<file path="config.mk">
export PLATFORM = sky130hd
export DESIGN_NAME = sfx_pwm_mixer
export DESIGN_NICKNAME = d
export VERILOG_FILES = /design/src/rtl/sfx_pwm_mixer.sv
export SDC_FILE = /design/constraint.sdc
export NUM_CORES = 1
export LEC_CHECK = 0
export CORE_MARGIN = 2
export CORE_UTILIZATION = 35
export CTS_CLUSTER_SIZE = 20
export DETAILED_ROUTE_END_ITERATION = 10
export PLACE_DENSITY = 0.68
export SETUP_SLACK_MARGIN = 0.15
export SKIP_LAST_GASP = 1
export SYNTH_ARGS = -nofsm -noshare
export SYNTH_HDL_FRONTEND = slang
export SYNTH_SLANG_ARGS = --single-unit
</file>
<file path="constraint.sdc">
create_clock -name clk -period 1.4 [get_ports clk]
set_input_delay 0.28 -clock clk [delete_from_list [all_inputs] [get_ports clk]]
set_output_delay 0.28 -clock clk [all_outputs]
set_load 0.01 [all_outputs]
</file>
<file path="src/rtl/sfx_pwm_mixer.sv">
// Weighted mixer for the 1-bit sound sources with optional ducking behind source 0.
// The mix is latched once per PWM frame and drives a single registered PWM audio line.
module sfx_pwm_mixer #(
    parameter int unsigned NUM_SRC  = 4,
    parameter int unsigned WEIGHT_W = 3,
    parameter int unsigned PWM_BITS = 8
) (
    input  logic                         clk,
    input  logic                         reset_n,
    input  logic [NUM_SRC-1:0]           src_in,
    input  logic [NUM_SRC*WEIGHT_W-1:0]  src_weight,
    input  logic                         duck_en,
    input  logic                         mute,
    output logic                         pwm_out,
    output logic                         frame_tick,
    output logic                         busy
);

    localparam int unsigned SUM_W = WEIGHT_W + $clog2(NUM_SRC);
    localparam int unsigned SHIFT = PWM_BITS - SUM_W;
    localparam logic [PWM_BITS-1:0] CNT_MAX = '1;

    logic [PWM_BITS-1:0] pwm_cnt;
    logic [PWM_BITS-1:0] pwm_cnt_next;
    logic [PWM_BITS-1:0] duty_q;
    logic [PWM_BITS-1:0] duty_next;
    logic [SUM_W-1:0]    sum_c;
    logic [WEIGHT_W-1:0] weight_c;
    logic                duck_c;
    logic                frame_wrap_c;

    always_comb begin
        pwm_cnt_next = pwm_cnt + PWM_BITS'(1);
        frame_wrap_c = (pwm_cnt == CNT_MAX);
        duck_c       = duck_en & src_in[0];
    end

    // Sum of active weights; the priority source is never attenuated by ducking.
    always_comb begin
        sum_c    = '0;
        weight_c = '0;
        for (int i = 0; i < NUM_SRC; i++) begin
            weight_c = src_weight[i*WEIGHT_W +: WEIGHT_W];
            if (duck_c && (i != 0)) begin
                weight_c = weight_c >> 1;
            end
            if (src_in[i]) begin
                sum_c = sum_c + SUM_W'(weight_c);
            end
        end
    end

    always_comb begin
        duty_next = PWM_BITS'(sum_c) << SHIFT;
        if (mute) begin
            duty_next = '0;
        end
    end

    // Duty and busy only move on the wrap edge so a frame is never altered mid-way.
    always_ff @(posedge clk or negedge reset_n) begin
        if (!reset_n) begin
            pwm_cnt    <= '0;
            duty_q     <= '0;
            pwm_out    <= 1'b0;
            frame_tick <= 1'b0;
            busy       <= 1'b0;
        end else begin
            pwm_cnt    <= pwm_cnt_next;
            frame_tick <= (pwm_cnt_next == '0);
            pwm_out    <= (pwm_cnt < duty_q);
            if (frame_wrap_c) begin
                duty_q <= duty_next;
                busy   <= (duty_next != '0);
            end
        end
    end

endmodule
</file>
# Yosys cells after proc, flatten, opt, wreduce, memory -nomap -nowiden
# Cells that the tools add are included.
[totals]
input_bits = 20
memories = 0
ramBits = 0
romBits = 0
latchBits = 0
output_inout_bits = 3
ff_bits = 19
[classes]
div_mod_pow = 0
multipliers = 0
mux = 8
reduce_logical = 2
bitwise = 1
magnitude_cmp = 1
addsub = 4
n_eq_ne = 1
shifts = 0
[ops]
columns = ["operator", "count"]
rows = [
  ["5-bit by 3-bit adder with 5-bit output", 3],
  ["5-bit two-way mux", 3],
  ["3-bit two-way mux", 4],
  ["8-bit by 1-bit adder with 8-bit output (second input constant)", 1],
  ["8-bit equality test (second input constant)", 1],
  ["8-bit logical NOT", 1],
  ["8-bit < comparator", 1],
  ["8-bit two-way mux", 1],
  ["8-bit nonzero test", 1],
  ["1-bit bitwise AND", 1],
]

# Logic depth before layout (Yosys ltp)
[logic_depth]
word_depth = 10
ltp_mapped = 16
ltp_nobuf = 16

# Worst setup path after synthesis
# No wires, ideal clock.
[synth_timing]
kind = "input-to-reg"
from = "in src_in[0]"
to = "reg busy"
required_ps = 1269
path_slack_ps = -2426
cell_stages = 15
arrival_ps = 3695
path_buffers = 0
path_cell_list = "nand2_1 -> mux2_2 -> ha_1 -> fa_1 -> nand2_1 -> nand2_1 -> fa_1 -> nor2b_1 -> a21oi_1 -> ha_1 -> a211oi_1 -> nor2_1 -> xnor3_1 -> a221oi_2 -> o211ai_1"
[synth_via]
elab_chain_cells = 10
[synth_rtl]
columns = ["element", "line", "text"]
rows = [
  ["from (decl)", "10", "input logic [NUM_SRC-1:0] src_in,"],
  ["1-bit bitwise AND", "35", "duck_c = duck_en & src_in[0];"],
  ["3-bit two-way mux", "44", "if (duck_c && (i != 0)) begin"],
  ["5-bit by 3-bit adder with 5-bit output", "48", "sum_c = sum_c + SUM_W'(weight_c);"],
  ["5-bit two-way mux", "47", "if (src_in[i]) begin"],
  ["5-bit by 3-bit adder with 5-bit output", "48", ""],
  ["5-bit two-way mux", "47", ""],
  ["5-bit by 3-bit adder with 5-bit output", "48", ""],
  ["5-bit two-way mux (*)", "47", ""],
  ["8-bit two-way mux (*)", "55", "if (mute) begin"],
  ["8-bit nonzero test (*)", "74", "busy <= (duty_next != '0);"],
  ["to (signal assigned)", "74", ""],
  ["to (decl)", "16", "output logic busy"],
]
# Mark *: on every way between the ends. The rest lies on a longest branch, timed or not.
# A chain may end at the register's enable or synchronous reset.

# Worst setup path in the final report
[layout_timing]
from = "in duck_en"
to = "reg busy"
[layout_via]
elab_chain_cells = 10
[layout_rtl]
columns = ["element", "line", "text"]
rows = [
  ["from (decl)", "12", "input logic duck_en,"],
  ["1-bit bitwise AND (*)", "35", ""],
  ["3-bit two-way mux", "44", ""],
  ["5-bit by 3-bit adder with 5-bit output", "48", ""],
  ["5-bit two-way mux", "47", ""],
  ["5-bit by 3-bit adder with 5-bit output", "48", ""],
  ["5-bit two-way mux", "47", ""],
  ["5-bit by 3-bit adder with 5-bit output", "48", ""],
  ["5-bit two-way mux (*)", "47", ""],
  ["8-bit two-way mux (*)", "55", ""],
  ["8-bit nonzero test (*)", "74", ""],
]
# Marks and branches as above.

==> results.md <==
* First-pass GRT wire length at 5.87 mm
* Chip width at 66.4 um
* Syn Nets at 175
* Die height at 66.4 um
* CP Class: in -> reg
* Post-synthesis cell count at 138
* Worst Setup End Kind: flip-flop
* Max incr delay on CP at 550 ps
* Mux cell area share after synthesis at 0.0725
* Bufs on Longest Clock Path at 2
* CP max FO at 3
* Gr usage total at 0.174
* Crit path max-delay family: adder cells
* Clock transition at path regs at 60 ps
* Buf+Inv Stages, Crit Path at 2
* Worst-skew pair later-pin latency at 250 ps
* Clk pwr share at 0.225
* WL final at 3.51 mm
* Routed wire per std cell at 13.7 um
* Largest family of logic cells by synthesized area: compound AO/OA/AOI/OAI gates
* VDD IR max at 0.532 mV
* Seq pwr share at 0.316
* Slew HR at 0.812
* Kind of start point of the critical path: input pin
* Antenna violations before repair at 0
* Post-route DRC at 0
* Commonest non-fill, non-tap cell in the layout: buf_4
* Clock Skew at 4.87 ps
* Sequential area share after synthesis at 0.294
* Primary FF master, synth: dfrtp_1
* Largest net degree at the start of global routing at 17
* Final period utilization at 2.37
* Distinct cell type count after synthesis at 39
* Antenna-violating nets left at 0
* Syn avg cell area at 9.87 um2
* First-pass DRT Iterations at 4
* P_int at 0.00105 W
* Htree depth at 1
* Setup Slack @ Placement at -2670 ps
* Worst path cell trace: buf_8 > nand2_8 > mux2_4 > ha_4 > fa_2 > nand2_2 > nand2_2 > fa_2 > nor2b_2 > a21oi_2 > buf_4 > fa_2 > xnor2_2 > a221oi_2 > a221oi_2 > o211ai_1
* Ant. Diodes at 0
* Final Setup Violations at 6
* Layout cells sized above 1 at 0.473
* Post-synthesis xor/xnor area fraction at 0.0744
* Switching Share at 0.297
* Crit path time final at 3320 ps
* Gate power share at 0.460
* Crit path DAT at 3480 ps
* Synth Area in Compound Gates at 0.174
* Peak Freq at 302 MHz
* Vias in the first global route at 1362
* CTS Buf Count at 3
* Status: complete, but fails checks
* Ys async rst share at 1.00
* Cell mode on critical path: fa_2
* Vias per inst at 4.93
* Synthesized cell area at 0.00136 mm2
* Max-slew violation count at 0
* Final Net Count at 246
* Pwr dens at 675 mW/mm2
* Starting DRT DRC Count at 22
* Initial Util at 0.369
* Total power at 0.00149 W
* Failing checks: setup timing
* Die area at 0.00441 mm2
* Post-DP HPWL at 2.75 mm
* Simple-Gate Fraction of Synth Area at 0.167
* Final worst slack at -1920 ps
* Lkg Pwr at 1.07 nW
* Fin. Hold Viols at 0
* Required time of the worst setup path at 1560 ps
* GRT overflow at 0
* Max Cap Viol at 0
* Core area at 0.00369 mm2
* PortBufs at 22
* RSZ-0062 raised after global routing: true
* Worst slew pin tran at 282 ps
* Flops & latches, synth at 16
* Area delta synth->final at 62.2%
* CTS sink cnt at 16
* Most frequent cells in the layout: buf_4, dfrtp_1, clkdlybuf4s50_1
* Fraction of the mapped netlist area in adder cells at 0.173
* Clock root cell: clkbuf_8
* CTS tree: yes
* Ys Warns at 0
* Post-synth EDFFs at 0
* Sw power at 0.000442 W
* Vias at 1257
* Gpl congestion at 0.779
* Slowest cell on the critical path: fa_2
* IO Count at 23
* # rows at 22
* Worst Hold Class: in -> async
==> worst register-to-register path: cells and delay by family (launching register included) <==
kind | cells | cell delay (ps)
fa+ha+maj | 1 | 190
flops | 1 | 400
compound gates | 2 | 310
simple gates | 2 | 430
==> final cells by class <==
type / instances / area [um2]
flip-flops and latches: 16 / 402
well taps: 48 / 60.1
multi-input cells: 112 / 1080
clock buffers: 3 / 41.3
inverters: 6 / 22.5
fillers: 304 / 1480
repair buffers: 70 / 602
==> power groups by stage <==
stage | Combinational, W | Clock [W] | Sequential, W
after global routing | 0.000739 | 0.000373 | 0.000470
final | 0.000685 | 0.000335 | 0.000470
after CTS | 0.000618 | 0.000351 | 0.000470
after global placement | 0.000561 | 0 | 0.000478
after floorplan | 0.000350 | 0 | 0.000477
after detailed placement | 0.000581 | 0 | 0.000479
==> sequential cells by signal, summed over array words and instances, names as in the netlist <==
register and flops:
busy 1, duty_q 5, frame_tick 1, pwm_cnt 8
pwm_out 1
==> timing repair <==
| item | in CTS | in global routing |
|---|---|---|
| hold buffers | 0 | 0 |
| setup endpoints to repair | 12 | 9 |
| pin swaps | 24 | 12 |
| resized for setup | 36 | 20 |
| setup buffers | 7 | 3 |
| hold endpoints to repair | 0 | 0 |
==> logic make-up after synthesis <==
group	Yosys count
mux	9
xor+xnor	10
flops	16
simple gates	45
compound gates	31
buf+inv	10
fa+ha+maj	17
==> cells in the mapped netlist, drive strengths merged (3+ instances only) <==
| cell | count | area share |
|---|---|---|
| a21o | 5 | 0.028 |
| a21oi | 9 | 0.033 |
| and2 | 6 | 0.028 |
| buf | 4 | 0.028 |
| dfrtp | 16 | 0.29 |
| fa | 3 | 0.044 |
| ha | 14 | 0.13 |
| inv | 6 | 0.017 |
| mux2 | 7 | 0.058 |
| nand2 | 17 | 0.047 |
| nand3 | 5 | 0.018 |
| nor2 | 6 | 0.022 |
| o21ai | 5 | 0.021 |
| xnor2 | 5 | 0.032 |
| xor2 | 4 | 0.026 |
==> metrics by stage <==
stage                     setup TNS (ps)  hold slack, ps  utilization  cells  area (um2)
after detailed placement          -13820             485        0.527    242        1950
final                              -9520             342        0.599    255        2210
after global routing              -10230             379        0.599    255        2210
after CTS                          -9650             345        0.566    252        2090
after global placement            -13510             468        0.527    242        1950
after floorplan                    -9350           -15.6            -    138        1420
==> per-layer routing <==
layer	part of all wire	vias to the layer above	global-route usage	wire length, um
li1	-	627	-	-
met1	0.40	608	0.183	1410
met2	0.57	17	0.360	1990
met3	0.019	5	0.0153	65
met4	0.013	0	0.0459	45
met5	0	-	0	0
==> path summary, 6_finish.rpt <==
check                      slack, ps                     to             startpoint  depth (start not counted)
max in group asynchronous        870   pwm_cnt[2]$_DFF_PN0_                reset_n                          2
min in group clk                 490  duty_q[7]$_DFFE_PN0N_  duty_q[7]$_DFFE_PN0N_                          2
setup reg to reg                 -20       busy$_DFFE_PN0N_   pwm_cnt[1]$_DFF_PN0_                          5
hold / removal                   340   pwm_cnt[5]$_DFF_PN0_                reset_n                          2
hold reg to reg                  490  duty_q[7]$_DFFE_PN0N_  duty_q[7]$_DFFE_PN0N_                          2
setup / recovery               -1920       busy$_DFFE_PN0N_                duck_en                         16
No activity file was read; power rests on OpenSTA's default activity.
==> RTL edit, RTL diff (config.mk and constraints unchanged) <==
Register the output `pwm_out` once more, cleared by the reset; this adds one clock of latency there. The other outputs are not delayed to match.
--- a/src/rtl/sfx_pwm_mixer.sv
+++ b/src/rtl/sfx_pwm_mixer.sv
@@ -19,6 +19,8 @@
     localparam int unsigned SUM_W = WEIGHT_W + $clog2(NUM_SRC);
     localparam int unsigned SHIFT = PWM_BITS - SUM_W;
     localparam logic [PWM_BITS-1:0] CNT_MAX = '1;
+
+    logic pwm_s0;
 
     logic [PWM_BITS-1:0] pwm_cnt;
     logic [PWM_BITS-1:0] pwm_cnt_next;
@@ -62,13 +64,13 @@
         if (!reset_n) begin
             pwm_cnt    <= '0;
             duty_q     <= '0;
-            pwm_out    <= 1'b0;
+            pwm_s0     <= 1'b0;
             frame_tick <= 1'b0;
             busy       <= 1'b0;
         end else begin
             pwm_cnt    <= pwm_cnt_next;
             frame_tick <= (pwm_cnt_next == '0);
-            pwm_out    <= (pwm_cnt < duty_q);
+            pwm_s0     <= (pwm_cnt < duty_q);
             if (frame_wrap_c) begin
                 duty_q <= duty_next;
                 busy   <= (duty_next != '0);
@@ -76,4 +78,12 @@
         end
     end
 
+    always_ff @(posedge clk or negedge reset_n) begin
+        if (!reset_n) begin
+            pwm_out <= '0;
+        end else begin
+            pwm_out <= pwm_s0;
+        end
+    end
+
 endmodule
Behaviour: no difference found for any inputs over 10 cycles, from zero or initial values and one cycle with reset_n low; that may be too few to reach the edited logic, so the function may still have changed.
==> RTL edit against the unedited design <==
Synthesized cell count increased by 10%. The run still ends with negative setup slack left. Critical path depth increased by 1. Combinational power increased by 15%. Sequential cell count increased by 1. Area after synthesis increased by 4.4%. Final cell count increased by 6.3%. Design area increased by 2.2%. Sequential power increased by 7.4%. Register-to-register slack got worse by 0.05 ns. Critical path type unchanged. Wire length increased by 5.3%. Worst setup slack got worse by 0.26 ns. Critical endpoint unchanged. Power increased by 12%.
==> RTL edit: results (changes against the unedited design) <==
status finished, violations left (unchanged); failing checks negative setup slack (unchanged); setup ws final -2.17 ns (was -1.92 ns); crit-path max cell delay between 0.5 and 0.6 ns; Synthesized Nets 189 (was 175); DP HPWL 2820 µm (was 2750 µm); initial antenna violation count 0 (unchanged); Synth cell types 39 (unchanged); Crit-path slowest cell fa_2 (unchanged); first-pass GRT wire length 5870 µm (about the same); fin nets 259 (was 246); number of synthesis warnings 0 (unchanged); Leakage 1.07 nW (about the same); setup violators final 6 (unchanged); clock slew at reported path FFs 0.06 ns (about the same); VDD IR max 0.281 mV (was 0.532 mV); largest fanout on the critical path 3 (unchanged); Clock Latency Late Sink between 0.2 and 0.3 ns; filler instances 334 (was 304); layout cell share with drive strength beyond 1 40.3% (was 47.3%); placed inst area 2050 µm² (was 1950 µm²); DP Worst Slack -2.96 ns (was -2.67 ns); GRT Overall Usage 17.3% (was 17.4%); Via density 5.04 (was 4.93); CTS buffer count 3 (unchanged); commonest cells in the netlist dfrtp_1, ha_1, nand2_1 (was nand2_1, dfrtp_1, ha_1); max-cap violation count 0 (unchanged); Async S/R FF share, synth 100% (unchanged); DR WL/cell 13.6 µm (was 13.7 µm); H-tree levels 1 (unchanged); top flop regs pwm_cnt (8), duty_q (5) (unchanged); Seq/Total Area, Yosys 29.9% (was 29.4%); largest cells by area after synthesis dfrtp_1, ha_1, mux2_2, xnor2_1, fa_1 (was dfrtp_1, ha_1, mux2_2, nand2_1, fa_1); largest net degree at the start of global routing 18 (was 17); Clock Tree Buf Depth 2 (unchanged); root buffer cell clkbuf_8 (unchanged); min-delay worst type in -> async (unchanged); Setup crit start src_in[0] (was duck_en); routability cong. 0.833 (was 0.779); relative slew slack 79.3% (was 81.2%); drt initial violations 72 (was 22); Worst Skew 0.00162 ns (was 0.00487 ns); RR Startpoint pwm_cnt[5]$_DFF_PN0_ (was pwm_cnt[1]$_DFF_PN0_); vias in the first global route 1374 (was 1362); input/output buffers 22 (unchanged); ANT cells 0 (unchanged); CP delay by family, top adder cells (unchanged); 1st-pass router iterations 4 (unchanged); crit path DAT 3.71 ns (was 3.48 ns)
RTL edit: cells by family (layout without fill, tap and decap cells):
group / count (synthesis) / count (layout) / share of synthesized area [%]
simple gates: 50 / 50 / 18.3
compound gates: 36 / 36 / 17.2
fa+ha+maj: 17 / 17 / 16.5
flops: 17 / 17 / 29.9
xor+xnor: 11 / 11 / 6.77
buf+inv: 11 / 80 / 3.34
mux: 10 / 10 / 8.00
RTL edit: per-stage QoR:
stage                     util, %  setup TNS, ns  instances
final                        57.3         -10.23        271
after global routing         57.3         -10.93        271
after CTS                    55.6         -10.68        269
after detailed placement     52.0         -14.68        258
after global placement       52.0         -14.46        258
after floorplan                 -         -10.54        152
RTL edit: timing repair:
action / CTS / global route
resized for setup: 35 / 12
gates cloned: 0 / 0
setup endpoints to repair: 11 / 8
buffers inserted: 7 / 2
pin swaps: 16 / 12
RTL edit: routing by layer:
layer  routed length [µm]  GRT usage, %  vias to the layer above  share of wire (%)
met5                    0             0                        -                  0
met4                   58          8.42                        0                1.6
met3                   91          3.17                        5                2.5
met2                 2020          31.1                       20                 55
met1                 1520          19.3                      652                 41
li1                     -             -                      688                  -
RTL edit: final timing paths:
path / slack [ns] / cells after the start / endpoint
setup / recovery: -2.17 / 17 / busy$_DFFE_PN0N_
hold / removal: 0.34 / 2 / pwm_cnt[4]$_DFF_PN0_
setup reg to reg: -0.07 / 5 / duty_q[3]$_DFFE_PN0N_
hold reg to reg: 0.36 / 0 / pwm_out$_DFF_PN0_
max in group asynchronous: 0.88 / 2 / pwm_cnt[0]$_DFF_PN0_
min in group clk: 0.36 / 0 / pwm_out$_DFF_PN0_
RTL edit: final cells by class:
cell class	count	area share, %
clock buffer	4	1.99
inverter	7	1.16
multi-input combinational	124	49.3
sequential	17	18.8
tap	50	2.77
timing repair buffer	69	25.9
RTL edit: power breakdown:
part | total [mW] | internal (mW) | switching, mW
registers | 0.505 | 0.500 | 0.00500
clock network | 0.377 | 0.203 | 0.174
logic | 0.789 | 0.455 | 0.334
